==> config.mk <==
export PLATFORM = sky130hd
export DESIGN_NAME = stack_op_sequencer
export DESIGN_NICKNAME = d
export VERILOG_FILES = /design/src/rtl/stack_op_sequencer.sv
export SDC_FILE = /design/constraint.sdc
export NUM_CORES = 1
export LEC_CHECK = 0
export BUFFER_PORTS_ARGS = -buffer_cell sky130_fd_sc_hd__buf_2
export CORE_ASPECT_RATIO = 0.5
export CORE_MARGIN = 1.5
export CORE_UTILIZATION = 30
export CTS_CLUSTER_SIZE = 24
export DETAILED_ROUTE_END_ITERATION = 8
export MAX_ROUTING_LAYER = met4
export SKIP_LAST_GASP = 1
export SLEW_MARGIN = 15
export SYNTH_ARGS = -nofsm -noshare
export SYNTH_HDL_FRONTEND = slang
export SYNTH_SLANG_ARGS = --single-unit
==> constraint.sdc <==
create_clock -name clk -period 3 [get_ports clk]
set_input_delay 0 -clock clk [delete_from_list [all_inputs] [get_ports clk]]
set_output_delay 0 -clock clk [all_outputs]
set_load 0.05 [all_outputs]
==> src/rtl/stack_op_sequencer.sv <==
// Command-port sequencer for the 8-bit hardware stack: turns PUSH/POP/TOP/ALU ops into
// stack push/pop pulse sequences, tracks occupancy and returns a one-cycle response.
module stack_op_sequencer #(
    parameter int DEPTH = 100,
    parameter int CW    = 10
) (
    input  logic          clk,
    input  logic          rst,
    input  logic          op_valid,
    output logic          op_ready,
    input  logic [2:0]    op_code,
    input  logic [7:0]    op_data,
    output logic          resp_valid,
    output logic [7:0]    resp_data,
    output logic          resp_err,
    output logic [CW-1:0] count,
    output logic          stk_push,
    output logic          stk_pop,
    output logic          stk_tos,
    output logic [7:0]    stk_d_in,
    input  logic [7:0]    stk_d_out
);

    localparam logic [3:0] S_IDLE = 4'd0;
    localparam logic [3:0] S_ERR  = 4'd1;
    localparam logic [3:0] S_PSH  = 4'd2;
    localparam logic [3:0] S_POP1 = 4'd3;
    localparam logic [3:0] S_CAP  = 4'd4;
    localparam logic [3:0] S_POP2 = 4'd5;
    localparam logic [3:0] S_CALC = 4'd6;
    localparam logic [3:0] S_RPSH = 4'd7;
    localparam logic [3:0] S_RESP = 4'd8;

    localparam logic [2:0] OP_PUSH = 3'b000;
    localparam logic [2:0] OP_POP  = 3'b001;
    localparam logic [2:0] OP_TOP  = 3'b010;
    localparam logic [2:0] OP_ADD  = 3'b011;
    localparam logic [2:0] OP_SUB  = 3'b100;
    localparam logic [2:0] OP_AND  = 3'b101;
    localparam logic [2:0] OP_OR   = 3'b110;

    localparam logic [CW-1:0] DEPTH_C = CW'(DEPTH);
    localparam logic [CW-1:0] ONE_C   = CW'(1);
    localparam logic [CW-1:0] TWO_C   = CW'(2);

    logic [3:0]    state_q, state_d;
    logic [CW-1:0] count_q, count_d;
    logic [2:0]    op_code_q, op_code_d;
    logic [7:0]    op_data_q, op_data_d;
    logic [7:0]    a_q, a_d;
    logic [7:0]    r_q, r_d;
    logic [7:0]    stk_d_in_q, stk_d_in_d;
    logic          resp_valid_q, resp_valid_d;
    logic          resp_err_q, resp_err_d;
    logic [7:0]    resp_data_q, resp_data_d;

    // b is the entry below the top, a is the top entry
    function automatic logic [7:0] alu_f(input logic [2:0] op, input logic [7:0] b, input logic [7:0] a);
        logic [7:0] res;
        case (op)
            OP_ADD:  res = b + a;
            OP_SUB:  res = b - a;
            OP_AND:  res = b & a;
            OP_OR:   res = b | a;
            default: res = 8'h00;
        endcase
        return res;
    endfunction

    function automatic logic legal_f(input logic [2:0] op, input logic [CW-1:0] cnt);
        logic ok;
        case (op)
            OP_PUSH:                        ok = (cnt < DEPTH_C);
            OP_POP, OP_TOP:                 ok = (cnt >= ONE_C);
            OP_ADD, OP_SUB, OP_AND, OP_OR:  ok = (cnt >= TWO_C);
            default:                        ok = 1'b0;
        endcase
        return ok;
    endfunction

    // Next-state, occupancy and response computation
    always_comb begin
        state_d      = state_q;
        count_d      = count_q;
        op_code_d    = op_code_q;
        op_data_d    = op_data_q;
        a_d          = a_q;
        r_d          = r_q;
        stk_d_in_d   = stk_d_in_q;
        resp_valid_d = 1'b0;
        resp_err_d   = resp_err_q;
        resp_data_d  = resp_data_q;
        case (state_q)
            S_IDLE: begin
                if (op_valid) begin
                    op_code_d = op_code;
                    op_data_d = op_data;
                    if (legal_f(op_code, count_q)) begin
                        if (op_code == OP_PUSH) begin
                            state_d    = S_PSH;
                            stk_d_in_d = op_data;
                        end else begin
                            state_d = S_POP1;
                        end
                    end else begin
                        state_d      = S_ERR;
                        resp_valid_d = 1'b1;
                        resp_err_d   = 1'b1;
                        resp_data_d  = 8'h00;
                    end
                end else begin
                    state_d = S_IDLE;
                end
            end
            S_ERR: begin
                state_d = S_IDLE;
            end
            S_PSH: begin
                count_d      = count_q + ONE_C;
                state_d      = S_RESP;
                resp_valid_d = 1'b1;
                resp_err_d   = 1'b0;
                resp_data_d  = op_data_q;
            end
            S_POP1: begin
                count_d = count_q - ONE_C;
                if ((op_code_q == OP_POP) || (op_code_q == OP_TOP)) begin
                    state_d = S_CAP;
                end else begin
                    state_d = S_POP2;
                end
            end
            S_CAP: begin
                r_d = stk_d_out;
                if (op_code_q == OP_TOP) begin
                    state_d    = S_RPSH;
                    stk_d_in_d = stk_d_out;
                end else begin
                    state_d      = S_RESP;
                    resp_valid_d = 1'b1;
                    resp_err_d   = 1'b0;
                    resp_data_d  = stk_d_out;
                end
            end
            S_POP2: begin
                count_d = count_q - ONE_C;
                a_d     = stk_d_out;
                state_d = S_CALC;
            end
            S_CALC: begin
                r_d        = alu_f(op_code_q, stk_d_out, a_q);
                stk_d_in_d = alu_f(op_code_q, stk_d_out, a_q);
                state_d    = S_RPSH;
            end
            S_RPSH: begin
                count_d      = count_q + ONE_C;
                state_d      = S_RESP;
                resp_valid_d = 1'b1;
                resp_err_d   = 1'b0;
                resp_data_d  = r_q;
            end
            S_RESP: begin
                state_d = S_IDLE;
            end
            default: begin
                state_d = S_IDLE;
            end
        endcase
    end

    // State and datapath registers with synchronous reset
    always_ff @(posedge clk) begin
        if (rst) begin
            state_q      <= S_IDLE;
            count_q      <= '0;
            op_code_q    <= 3'b000;
            op_data_q    <= 8'h00;
            a_q          <= 8'h00;
            r_q          <= 8'h00;
            stk_d_in_q   <= 8'h00;
            resp_valid_q <= 1'b0;
            resp_err_q   <= 1'b0;
            resp_data_q  <= 8'h00;
        end else begin
            state_q      <= state_d;
            count_q      <= count_d;
            op_code_q    <= op_code_d;
            op_data_q    <= op_data_d;
            a_q          <= a_d;
            r_q          <= r_d;
            stk_d_in_q   <= stk_d_in_d;
            resp_valid_q <= resp_valid_d;
            resp_err_q   <= resp_err_d;
            resp_data_q  <= resp_data_d;
        end
    end

    // The stack's tos port reads the head slot, not the top entry, so it stays unused
    assign stk_tos    = 1'b0;
    assign stk_push   = (state_q == S_PSH) || (state_q == S_RPSH);
    assign stk_pop    = (state_q == S_POP1) || (state_q == S_POP2);
    assign op_ready   = (state_q == S_IDLE);
    assign stk_d_in   = stk_d_in_q;
    assign count      = count_q;
    assign resp_valid = resp_valid_q;
    assign resp_err   = resp_err_q;
    assign resp_data  = resp_data_q;

endmodule

# Word-level counts from Yosys, hierarchy flattened
# Index checks and enable logic that the tools add are counted.
# totals
reg_bits	59
latch_bits	0
ramBits	0
rom_bits	0
in_bits	22
output_inout_bits	32
wordCells	90
n_memories	0
# classes
addsub	4
mul	0
div_mod_pow	0
magnitude_cmp	3
eq_ne	24
shifts	0
muxes	29
bitwise	2
n_reduce_logical	18
# ops
cell	n
8-bit one-hot mux with 4 select lines	2
8-bit two-way mux	7
4-bit one-hot mux with 6 select lines	1
8-bit one-hot mux with 3 select lines	1
10-bit one-hot mux with 2 select lines	1
3-bit == test (second input constant)	6
4-bit by 3-bit == test with 1-bit output (second input constant)	4
8-bit one-hot mux with 2 select lines	1
3-bit by 2-bit == test with 1-bit output (second input constant)	4
4-bit two-way mux	3
10-bit by 1-bit adder with 10-bit output (second input constant)	1
10-bit by 1-bit >= comparator with 1-bit output (second input constant)	1
10-bit by 2-bit >= comparator with 1-bit output (second input constant)	1
10-bit by 7-bit less-than comparator with 1-bit output (second input constant)	1
1-bit two-way mux	10
10-bit by 1-bit subtractor with 10-bit output (second input constant)	1
1-bit one-hot mux with 3 select lines	3
8-bit adder	1
8-bit AND	1
4-bit by 2-bit == test with 1-bit output (second input constant)	2
2-bit != test (second input constant)	4
8-bit OR	1
4-bit AND reduction	2
8-bit subtractor	1
other kinds (12)	20

# Longest topological paths before layout
# Gate-level depths: netlist of run 1.
# depth
depth_word	8
depth_mapped	11
depth_no_buf	11

# Worst setup path before layout of run 1
# No wires, ideal clock.
# synth_path
kind	register -> register
start	register op_code_q[0]
end	register stk_d_in_q[4], in the netlist stk_d_in[4]
setup_time_ns	0.088
arrival_time_ns	2.503
t_required_ns	2.912
setup_slack_ns	0.409
path_stages_with_launch	11
n_path_buf	1
synth_period_minus_slack_ns	2.591
path_cell_list	dfxtp_1 > clkbuf_1 > nor3b_2 > mux2_2 > fa_1 > nor2b_1 > o21ai_0 > a211oi_1 > a21oi_1 > o21a_1 > a311oi_2
# synth_via
elab_chain_len	3
elab_cells_between_ends	9
classes_between	6 x eq/ne; 2 x mux; 1 x reduce/logical
# synth_rtl
item	line	rtl
start: declaration	48	logic [2:0] op_code_q, op_code_d;
start signal: assignment	187	op_code_q <= op_code_d;
3-bit == test, or another cell as far along	60	case (op)
8-bit one-hot mux with 4 select lines / 2-bit != test (equally long branches)	n/a	
8-bit one-hot mux with 3 select lines / 5-bit AND reduction (equally long branches)	n/a	
end signal: assignment	191	stk_d_in_q <= stk_d_in_d;
end: declaration	52	logic [7:0] stk_d_in_q, stk_d_in_d;
# Parallel ways exist; a longest one is shown, timed or not.
# A chain may end at the register's enable or synchronous reset.

# Worst setup path in the final report of run 1
# layout_path
start	register a_q[0]
end	register stk_d_in_q[4], in the netlist stk_d_in[4]
# layout_via
elab_chain_len	3
elab_cells_between_ends	4
classes_between	2 x add/sub; 2 x mux
# layout_rtl
item	line	rtl
start: declaration	50	logic [7:0] a_q, a_d;
start signal: assignment	178	a_q <= 8'h00;
start signal: assignment	189	a_q <= a_d;
8-bit subtractor / 8-bit adder (equally long branches)	62, 61	
8-bit one-hot mux with 4 select lines *	60	
8-bit one-hot mux with 3 select lines *	93	case (state_q)
# Every way passes the cells marked *; elsewhere a longest branch is shown, timed or not.

==> impl_metrics.csv, run 1 <==
group,metric,value,unit
global_routing,antenna_found_initial,0,
synthesis,syn_area_per_cell,7.90,um^2
clocking,root_buffer,"clkbuf_16",
final_layout,area_delta_synth_final,23.2,%
synthesis,synth.net_count,507,
timing,max_freq,0.384,GHz
global_routing,gr-total-overflow,0,
clocking,clock_latency,0.33,ns
floorplanning,coreArea,0.0119,mm^2
timing,relSlewSlack,53.4,%
drt,dr_total_vias,3583,
status,status,"complete, no violations",
final_layout,final_layout_size_suffix_gt1_share,19.7,%
clocking,cts.reportedPaths.clkPinSlew,0.06,ns
drt,dr.pass1.iters,4,
timing,post-route-period-util,86.9,%
setup_path,required,3.25,ns
final_layout,n_fill_cell,1248,
global_routing,grtUsageTotal,17.1,%
setup_path,ff2ff_path_depth,10,
clocking,hold_buffers,19,
drt,route.detailed.drc,0,
timing,drv_slew,0,
timing,worst_pin_slew,0.700,ns
timing,holdWs,0.125,ns
synthesis,synthTopCellsByCount,"nand2_1 (74), dfxtp_1 (59), a21oi_1 (51), nor2_1 (48), o21ai_0 (19)",
synthesis,synth-edff-count,0,
final_layout,final_design_area_no_fill,0.00459,mm^2
setup_path,cp.arrival,2.85,ns
synthesis,synth_cells,471,
floorplanning,ios,54,
clocking,max-clock-path-buffers,2,
drt,antenna_left,0,
job,maxCapViolCount,0,
timing,final-setup-viol-count,0,
min_path,holdPathStages,5,
synthesis,netlist_area,0.00372,mm^2
placement,gp_congestion,0.889,
floorplanning,die_w,161,um
placement,dpl.hpwl,7.55,mm
global_routing,grt_max_degree,35,
clocking,cts_setup_buffers,0,
drt,post_drt_wl_per_cell,15.1,um
synthesis,ys_seq_elements,59,
power,finalPower,2390,uW
setup_path,cp_max_fo,5,
setup_path,end_kind,"register",
synthesis,synth.most_common_cell,"nand2_1",
timing,rsz0062_at_grt,"false",
clocking,htree_levels,3,
setup_path,critical_path_class,"reg2reg",
synthesis,async_reset_ff_share,0,%
synthesis,ys_warn_count,0,
drt,drt_iter0_drc,209,
floorplanning,initial_core_util,31.2,%
floorplanning,die_y,81.8,um
setup_path,cp-start-kind,"register",
synthesis,ys.flop_type,"dfxtp_1",
power,ir_drop,0.255,mV
final_layout,antenna_cells,0,
drt,via_per_inst,5.10,
min_path,hold_class,"in2reg",
timing,hold_viol_final,0,
synthesis,ys_seq_area_share,31.7,%
global_routing,grt_pass1_wl,16.8,mm
floorplanning,rows,28,
clocking,clock_sinks,59,
synthesis,synth_top_area_cell,"dfxtp_1",
placement,placed_cell_area,0.00405,mm^2
timing,min_period,2.61,ns
floorplanning,dieArea,0.0131,mm^2
global_routing,grt_pass1_vias,3217,
power,leakage,0.00180,uW
power,powerDensity,522,mW/mm^2
synthesis,ys_top_cells_by_area,"dfxtp_1 (32%), nand2_1 (7.5%), a21oi_1 (6.9%), nor2_1 (4.8%), ha_1 (4.4%)",
synthesis,ys_types,67,
final_layout,nets,569,
drt,totalWireLength,10.6,mm
clocking,cts_resized,0,
timing,fin_worst_skew,0.00693,ns
synthesis,netlist.area_leader.share,31.7,%
placement,portBuffers,52,
clocking,cts_made_buffers,9,
clocking,cts_tree,"yes",
timing,fin_tns_setup,0,ns
==> through the flow <==
step	std cells	worst slack, ns	util, %
floorplan	471	0.409	-
global placement	668	0.495	33.9
detailed placement	668	0.454	33.9
CTS	703	0.402	38.4
global route	703	0.264	38.4
finish	703	0.393	38.4
==> cells in the final DEF, fill, tap and decap left out, types with 3 or more instances in the layout <==
| master | count |
|---|---|
| nand2_1 | 74 |
| dfxtp_1 | 59 |
| buf_2 | 52 |
| a21oi_1 | 51 |
| nor2_1 | 48 |
| o21ai_0 | 19 |
| dlygate4sd3_1 | 19 |
| inv_1 | 15 |
| xnor2_1 | 14 |
| ha_1 | 13 |
| a22oi_1 | 12 |
| buf_4 | 11 |
| nor3_1 | 9 |
| mux2i_1 | 9 |
| clkbuf_16 | 9 |
| nand3_1 | 8 |
| xor2_1 | 7 |
| nand2b_1 | 7 |
| a311oi_2 | 6 |
| o21a_1 | 6 |
| a31oi_1 | 5 |
| nand3b_1 | 5 |
| nand4_1 | 5 |
| a21o_1 | 4 |
| o31ai_1 | 4 |
| nor3b_2 | 3 |
| and2b_2 | 3 |
| nor4_1 | 3 |
| o211ai_1 | 3 |
| and3_1 | 3 |
| nor2b_1 | 3 |
| or2_2 | 3 |
| o22ai_1 | 3 |
| a211oi_1 | 3 |
| bufinv_16 | 3 |
==> worst paths after layout <==
kind	to	start	slack, ns
max	stk_d_in[4]$_SDFFE_PP0P_	a_q[0]$_SDFFE_PP0P_	0.39
min	resp_err$_SDFFE_PP0P_	op_valid	0.13
max reg2reg	stk_d_in[4]$_SDFFE_PP0P_	a_q[0]$_SDFFE_PP0P_	0.39
min reg2reg	r_q[1]$_SDFFE_PP0N_	r_q[1]$_SDFFE_PP0N_	0.46
==> flip-flops by register name, summed over array words and instances (netlist names), 3 cells and up <==
signal,cells
count,10
a_q,8
op_code_q,3
state_q,4
stk_d_in,8
r_q,8
op_data_q,8
resp_data,8
==> area by class of cell <==
type                            instances  area, um^2  share of cell area [%]
Inverter                               15        56.3                    1.23
Sequential cell                        59        1180                    25.8
Clock inverter                          5         100                    2.18
Tap cell                              165         206                    4.50
Clock buffer                           11         243                    5.29
Multi-Input combinational cell        366        2270                    49.4
Timing Repair Buffer                   82         533                    11.6
==> report_power, final <==
part	leakage [uW]	switching [uW]	internal, uW
registers	0.000478	20.7	808
logic	0.00115	222	139
clock network	0.000169	371	831
total	0.00180	614	1780
==> per-layer routing <==
layer	vias up	GRT usage, %	routed length (um)
met3	13	3.84	485
met4	0	4.77	104
li1	1779	-	-
met1	1697	22.1	5270
met5	-	-	0
met2	94	26.9	4720
==> kinds of logic (layout without fill, tap and decap cells) <==
group / Yosys count / after routing / share of synthesized area, %
mux: 10 / 10 / 2.72
simple gates: 186 / 186 / 24.0
fa+ha+maj: 14 / 14 / 4.91
other cells: 1 / 1 / 0.101
xor+xnor: 21 / 21 / 4.94
flops: 59 / 59 / 31.7
buf+inv: 46 / 113 / 7.39
compound gates: 134 / 134 / 24.2
==> worst max-delay path: stages (launching register included) <==
cell      delay (ns)
dfxtp_1         0.39
inv_1           0.11
ha_1            0.30
mux2_2          0.29
fa_1            0.45
nor2b_1         0.19
o21ai_0         0.11
a211oi_1        0.21
a21oi_1         0.07
o21a_1          0.20
a311oi_2        0.19
No activity file was read; power rests on OpenSTA's default activity.
==> run 2, diff against run 1 <==
clock period = 2.4 ns   (was 3 ns; I/O delays follow)
==> run 2 against run 1 <==
The flow now finishes with violations (negative setup slack). Hold slack worse by 0.11 ns. Worst setup slack worse by 0.40 ns. Non-clock buffer count grew 23. First-iteration DRC count is 3.8% higher. Final area up 5.3%. Sequential share of layout area is 1.2 points lower. Sequential cell count is the same. Register-to-register slack worse by 0.40 ns. Sequential power up 24%. Highest routed layer unchanged. Final cell count rose by 3.3%. Count of clock-buffer cells in the layout is the same. Critical path depth unchanged.
==> impl_metrics.csv, run 2 (synthesis gave the netlist of run 1 again) <==
group,metric,value,unit
status,status,"finished with violations",
status,violations,"negative setup slack",
timing,relSlewSlack,56.2,%
setup_path,critical_path.max_stage_delay,0.36,ns
min_path,hold_class,"in2reg",
final_layout,largest_reg_flops,10,
power,seqPwrFrac,36.6,%
power,leakage,0.00192,uW
setup_path,cp_top_family,"simple AND/OR/NAND/NOR gates",
final_layout,postLayoutCoreUtil,40.4,%
setup_path,path_depth,10,
power,powerDensity,582,mW/mm^2
global_routing,antenna_found_initial,0,
setup_path,end_kind,"register",
clocking,clock_sinks,59,
floorplanning,rows,28,
setup_path,r2r_slack,-0.006,ns
clocking,root_buffer,"clkbuf_16",
setup_path,cp.arrival,2.61,ns
final_layout,n_fill_cell,1210,
placement,gp_congestion,0.896,
setup_path,crit_start,"op_code_q[0]$_SDFFE_PP0P_",
setup_path,critical_path.cell_chain,"nor3b_4 > nor2_1 > xnor2_1 > ha_1 > nor2b_4 > o31a_1 > o21a_1 > or3_1 > nand3_2 > a311oi_2",
timing,fin_ws,-0.00612,ns
timing,hold_viol_final,0,
timing,worst_pin_slew,0.648,ns
setup_path,required,2.60,ns
final_layout,antenna_cells,0,
power,intPower,2030,uW
placement,dpl.hpwl,7.65,mm
setup_path,timing.rr.start,"op_code_q[0]$_SDFFE_PP0P_",
timing,fin_tns_setup,-0.00612,ns
floorplanning,die_w,161,um
drt,post_drt_wl_per_cell,14.7,um
setup_path,r2r-end,"stk_d_in[6]$_SDFFE_PP0P_",
timing,fin_worst_skew,0.00785,ns
final_layout,final_layout_size_suffix_gt1_share,26.7,%
power,clock_power_share,45.8,%
drt,wl_met2,4.82,mm
power,ir_drop,0.353,mV
power,sw_frac_of_total,27.7,%
placement,dpl.cell_count,688,
final_layout,layout_commonest_cell,"nand2_1",
placement,dp_slack,-0.0432,ns
timing,post-route-period-util,100,%
final_layout,final_cell_mix,"nand2_1 (74), dfxtp_1 (57), buf_2 (52)",
final_layout,fin_cells,726,
clocking,cts_made_buffers,9,
clocking,htree_levels,3,
setup_path,endpoint,"stk_d_in[6]$_SDFFE_PP0P_",
setup_path,cp_max_fo,4,
global_routing,grtUsageTotal,17.5,%
floorplanning,ios,54,
drt,dr.pass1.iters,4,
timing,min_period,2.41,ns
clocking,max-clock-path-buffers,2,
drt,dr_total_vias,3656,
timing,max_freq,0.416,GHz
drt,antenna_left,0,
timing,final-setup-viol-count,1,
setup_path,critical_path_class,"reg2reg",
global_routing,grt_pass1_wl,17.5,mm
clocking,cts_tree,"yes",
clocking,clock_latency,0.33,ns
power,switchingPower,779,uW
power,combPwrFrac,17.6,%
job,maxCapViolCount,0,
drt,route.detailed.drc,0,
placement,portBuffers,52,
timing,holdWs,0.0131,ns
drt,met1Wirelength,5.21,mm
final_layout,nets,592,
floorplanning,die_y,81.8,um
timing,rsz0062_at_grt,"true",
setup_path,ff2ff_path_depth,10,
global_routing,grt_max_degree,32,
floorplanning,initial_core_util,31.2,%
drt,dr.max_layer_used,"met4",
clocking,cts.reportedPaths.clkPinSlew,0.05,ns
floorplanning,coreArea,0.0119,mm^2
global_routing,grt_pass1_vias,3374,
setup_path,worst-path-buf-inv,0,
floorplanning,dieArea,0.0131,mm^2
final_layout,area_delta_synth_final,29.7,%
drt,drt_iter0_drc,217,
timing,drv_slew,0,
setup_path,cp-start-kind,"register",
drt,via_per_inst,5.04,
setup_path,slowest_stage,"ha_1",
drt,wl_met3,527,um
global_routing,gr-total-overflow,0,
drt,totalWireLength,10.7,mm
[run 2: worst min-delay path by stage]
| stage | start | end | cells after the start |
|---|---|---|---|
| detailed placement | op_data[3] | op_data_q[3]$_SDFFE_PP0P_ | 3 |
| finish | stk_d_out[6] | a_q[6]$_SDFFE_PP0P_ | 3 |
| global placement | op_data[3] | op_data_q[3]$_SDFFE_PP0P_ | 3 |
| CTS | stk_d_out[6] | a_q[6]$_SDFFE_PP0P_ | 3 |
| global route | stk_d_out[6] | a_q[6]$_SDFFE_PP0P_ | 3 |
| floorplan | op_code[0] | op_code_q[0]$_SDFFE_PP0P_ | 2 |
[run 2: what timing repair did]
item                                    in CTS  in global routing
endpoints found under the hold margin       23                  0
hold buffers                                18                  0
setup buffers                                0                  4
endpoints found under the setup margin       2                 15
pin swaps                                    0                 20
resized for setup                            1                 20
[run 2: area by class of cell]
class | instances | area (um^2) | area share (%)
multi-input combinational | 366 | 2370 | 49.0
sequential | 59 | 1180 | 24.5
timing repair buffer | 105 | 719 | 14.9
clock buffer | 11 | 243 | 5.03
tap | 165 | 206 | 4.27
inverter | 15 | 56.3 | 1.17
clock inverter | 5 | 52.6 | 1.09
[run 2: power by group through the flow]
stage          clock network, uW  logic, uW  registers (uW)
5_1_grt                     1360        540            1030
2_1_floorplan                  0        291            1090
3_3_place_gp                   0        441            1050
3_5_place_dp                   0        445            1050
4_1_cts                     1310        471            1030
6_report                    1290        494            1030
[run 2: routing by layer]
metal	vias up	global-route usage, %
li1	1830	-
met1	1720	23.1
met4	0	4.30
met2	97	27.7
met3	9	3.38
met5	-	-
[run 2: metrics by stage]
stage | total power, uW | cell area (um^2)
floorplan | 1380 | 3760
global placement | 1490 | 4240
detailed placement | 1500 | 4240
CTS | 2810 | 4720
global route | 2930 | 4830
finish | 2810 | 4830
[run 2: worst reg2reg max path, cell delays in order, from the launching register on]
cell	delay [ns]
dfxtp_2	0.33
nor3b_4	0.28
nor2_1	0.09
xnor2_1	0.13
ha_1	0.36
nor2b_4	0.15
o31a_1	0.27
o21a_1	0.19
or3_1	0.32
nand3_2	0.09
a311oi_2	0.08
==> run 3, diff against run 2 <==
CAP_MARGIN = 15   (was default)
GPL_TIMING_DRIVEN = 0   (was default)
==> run 3 against run 2 <==
The run still ends with negative setup slack left. First-iteration DRC count up 11%. Count of clock-buffer cells in the layout shrank 2. Die area stayed put.
==> impl_metrics.csv, run 3 (synthesis gave the netlist of run 1 again) <==
group,metric,value,unit
power,powerDensity,615,mW/mm^2
floorplanning,die_w,161,um
timing,drv_slew,0,
timing,fin_ws,-0.0832,ns
drt,dr.pass1.iters,6,
timing,hold_viol_final,0,
placement,dpl.hpwl,7.99,mm
final_layout,nets,599,
timing,final-setup-viol-count,9,
floorplanning,initial_core_util,31.2,%
timing,fin_worst_skew,0.00699,ns
floorplanning,rows,28,
min_path,hold_class,"in2reg",
setup_path,cp-start-kind,"register",
clocking,cts.reportedPaths.clkPinSlew,0.05,ns
timing,max_freq,0.403,GHz
status,violations,"negative setup slack",
drt,totalWireLength,11.0,mm
timing,relSlewSlack,56.7,%
clocking,cts_made_buffers,9,
final_layout,final_design_area_no_fill,0.00489,mm^2
setup_path,end_kind,"register",
timing,holdWs,0.0304,ns
global_routing,grt_pass1_vias,3354,
clocking,max-clock-path-buffers,2,
clocking,htree_levels,3,
setup_path,required,2.59,ns
power,leakage,0.00193,uW
setup_path,critical_path_class,"reg2reg",
final_layout,postLayoutCoreUtil,41.0,%
setup_path,cp.arrival,2.67,ns
floorplanning,coreArea,0.0119,mm^2
drt,dr_total_vias,3626,
placement,placed_cell_area,0.00423,mm^2
power,finalPower,3010,uW
drt,antenna_left,0,
final_layout,area_delta_synth_final,31.5,%
job,maxCapViolCount,0,
drt,route.detailed.drc,0,
power,ir_drop,0.426,mV
drt,drt_iter0_drc,240,
placement,gp_congestion,0.834,
final_layout,n_fill_cell,1197,
clocking,clock_latency,0.33,ns
clocking,cts_tree,"yes",
global_routing,grt_max_degree,12,
timing,min_period,2.48,ns
final_layout,largest_reg_flops,10,
floorplanning,die_y,81.8,um
status,status,"finished with violations",
global_routing,grt_pass1_wl,17.5,mm
clocking,clock_sinks,59,
timing,post-route-period-util,103,%
placement,portBuffers,52,
timing,rsz0062_at_grt,"true",
floorplanning,ios,54,
global_routing,gr-total-overflow,0,
drt,post_drt_wl_per_cell,15.0,um
setup_path,cp_max_fo,5,
final_layout,final_layout_size_suffix_gt1_share,25.4,%
final_layout,layout_commonest_cell,"nand2_1",
final_layout,final_cell_mix,"nand2_1 (74), buf_2 (55), dfxtp_1 (54)",
global_routing,grtUsageTotal,17.9,%
global_routing,antenna_found_initial,0,
timing,worst_pin_slew,0.650,ns
clocking,root_buffer,"clkbuf_16",
final_layout,antenna_cells,0,
floorplanning,dieArea,0.0131,mm^2
drt,via_per_inst,4.95,
## run 3: cell types whose count changed in the layout (fill, tap and decap cells not counted), moves of 2 or more
cell / previous run / this run
buf_2: 52 / 55
buf_4: 33 / 13
buf_6: 1 / 9
bufinv_16: 1 / 3
clkbuf_1: 1 / 11
dfxtp_1: 57 / 54
dfxtp_4: 0 / 3
dlygate4sd3_1: 18 / 20
inv_1: 15 / 13
inv_2: 0 / 2
## run 3: final timing paths
path | cells after the start | slack, ns | to | from
worst max-delay path | 10 | -0.08 | stk_d_in[6]$_SDFFE_PP0P_ | op_code_q[1]$_SDFFE_PP0P_
worst max register to register | 10 | -0.08 | stk_d_in[6]$_SDFFE_PP0P_ | op_code_q[1]$_SDFFE_PP0P_
worst min-delay path | 4 | 0.03 | op_data_q[7]$_SDFFE_PP0P_ | op_valid
worst min register to register | 2 | 0.46 | op_data_q[4]$_SDFFE_PP0P_ | op_data_q[4]$_SDFFE_PP0P_
## run 3: layout make-up
| cell class | instances | area, um^2 | area share [%] |
|---|---|---|---|
| inverters | 15 | 56.3 | 1.15 |
| clock inverters | 7 | 116 | 2.38 |
| flip-flops and latches | 59 | 1190 | 24.4 |
| repair buffers | 83 | 544 | 11.1 |
| well taps | 165 | 206 | 4.22 |
| clock buffers | 9 | 225 | 4.60 |
| multi-input cells | 366 | 2340 | 47.8 |
| plain buffers | 29 | 211 | 4.32 |
## run 3: power by group
group          internal [uW]  total, uW  switching (uW)
sequential              1010       1030            20.5
combinational            199        495             296
clock                   1010       1480             472
total                   2220       3010             788
## run 3: critical path, cell delays in order (launching register included)
cell and delay, ns:
dfxtp_4 0.35, nor3b_4 0.30, nor2_1 0.09, xnor2_1 0.13, ha_1 0.33, nor2b_4 0.15
o31a_1 0.27, o21a_1 0.19, or3_1 0.32, nand3_2 0.12, a311oi_2 0.10
## run 3: repair_timing
action,4_1_cts,5_1_grt
pin swaps,16,7
buffers inserted,10,2
endpoints found under the hold margin,24,0
hold buffers,19,0
endpoints found under the setup margin,14,14
gates resized for setup,19,5
## run 3: metal layers
layer	up-vias	track usage, %	share of wire, %	routed length [um]
met2	86	28.8	45	4990
met1	1682	23.0	49	5350
met4	0	5.61	1.3	147
met5	-	-	0	0
met3	15	3.59	4.5	489
li1	1843	-	-	-
## run 3: per-stage QoR
stage | setup slack (ns) | setup TNS (ns) | std cells
after floorplan | -0.0743 | -0.155 | 471
after detailed placement | -0.320 | -3.36 | 688
after CTS | -0.0543 | -0.237 | 731
final | -0.0832 | -0.525 | 733
after global routing | -0.224 | -2.31 | 733
after global placement | -0.339 | -3.35 | 688
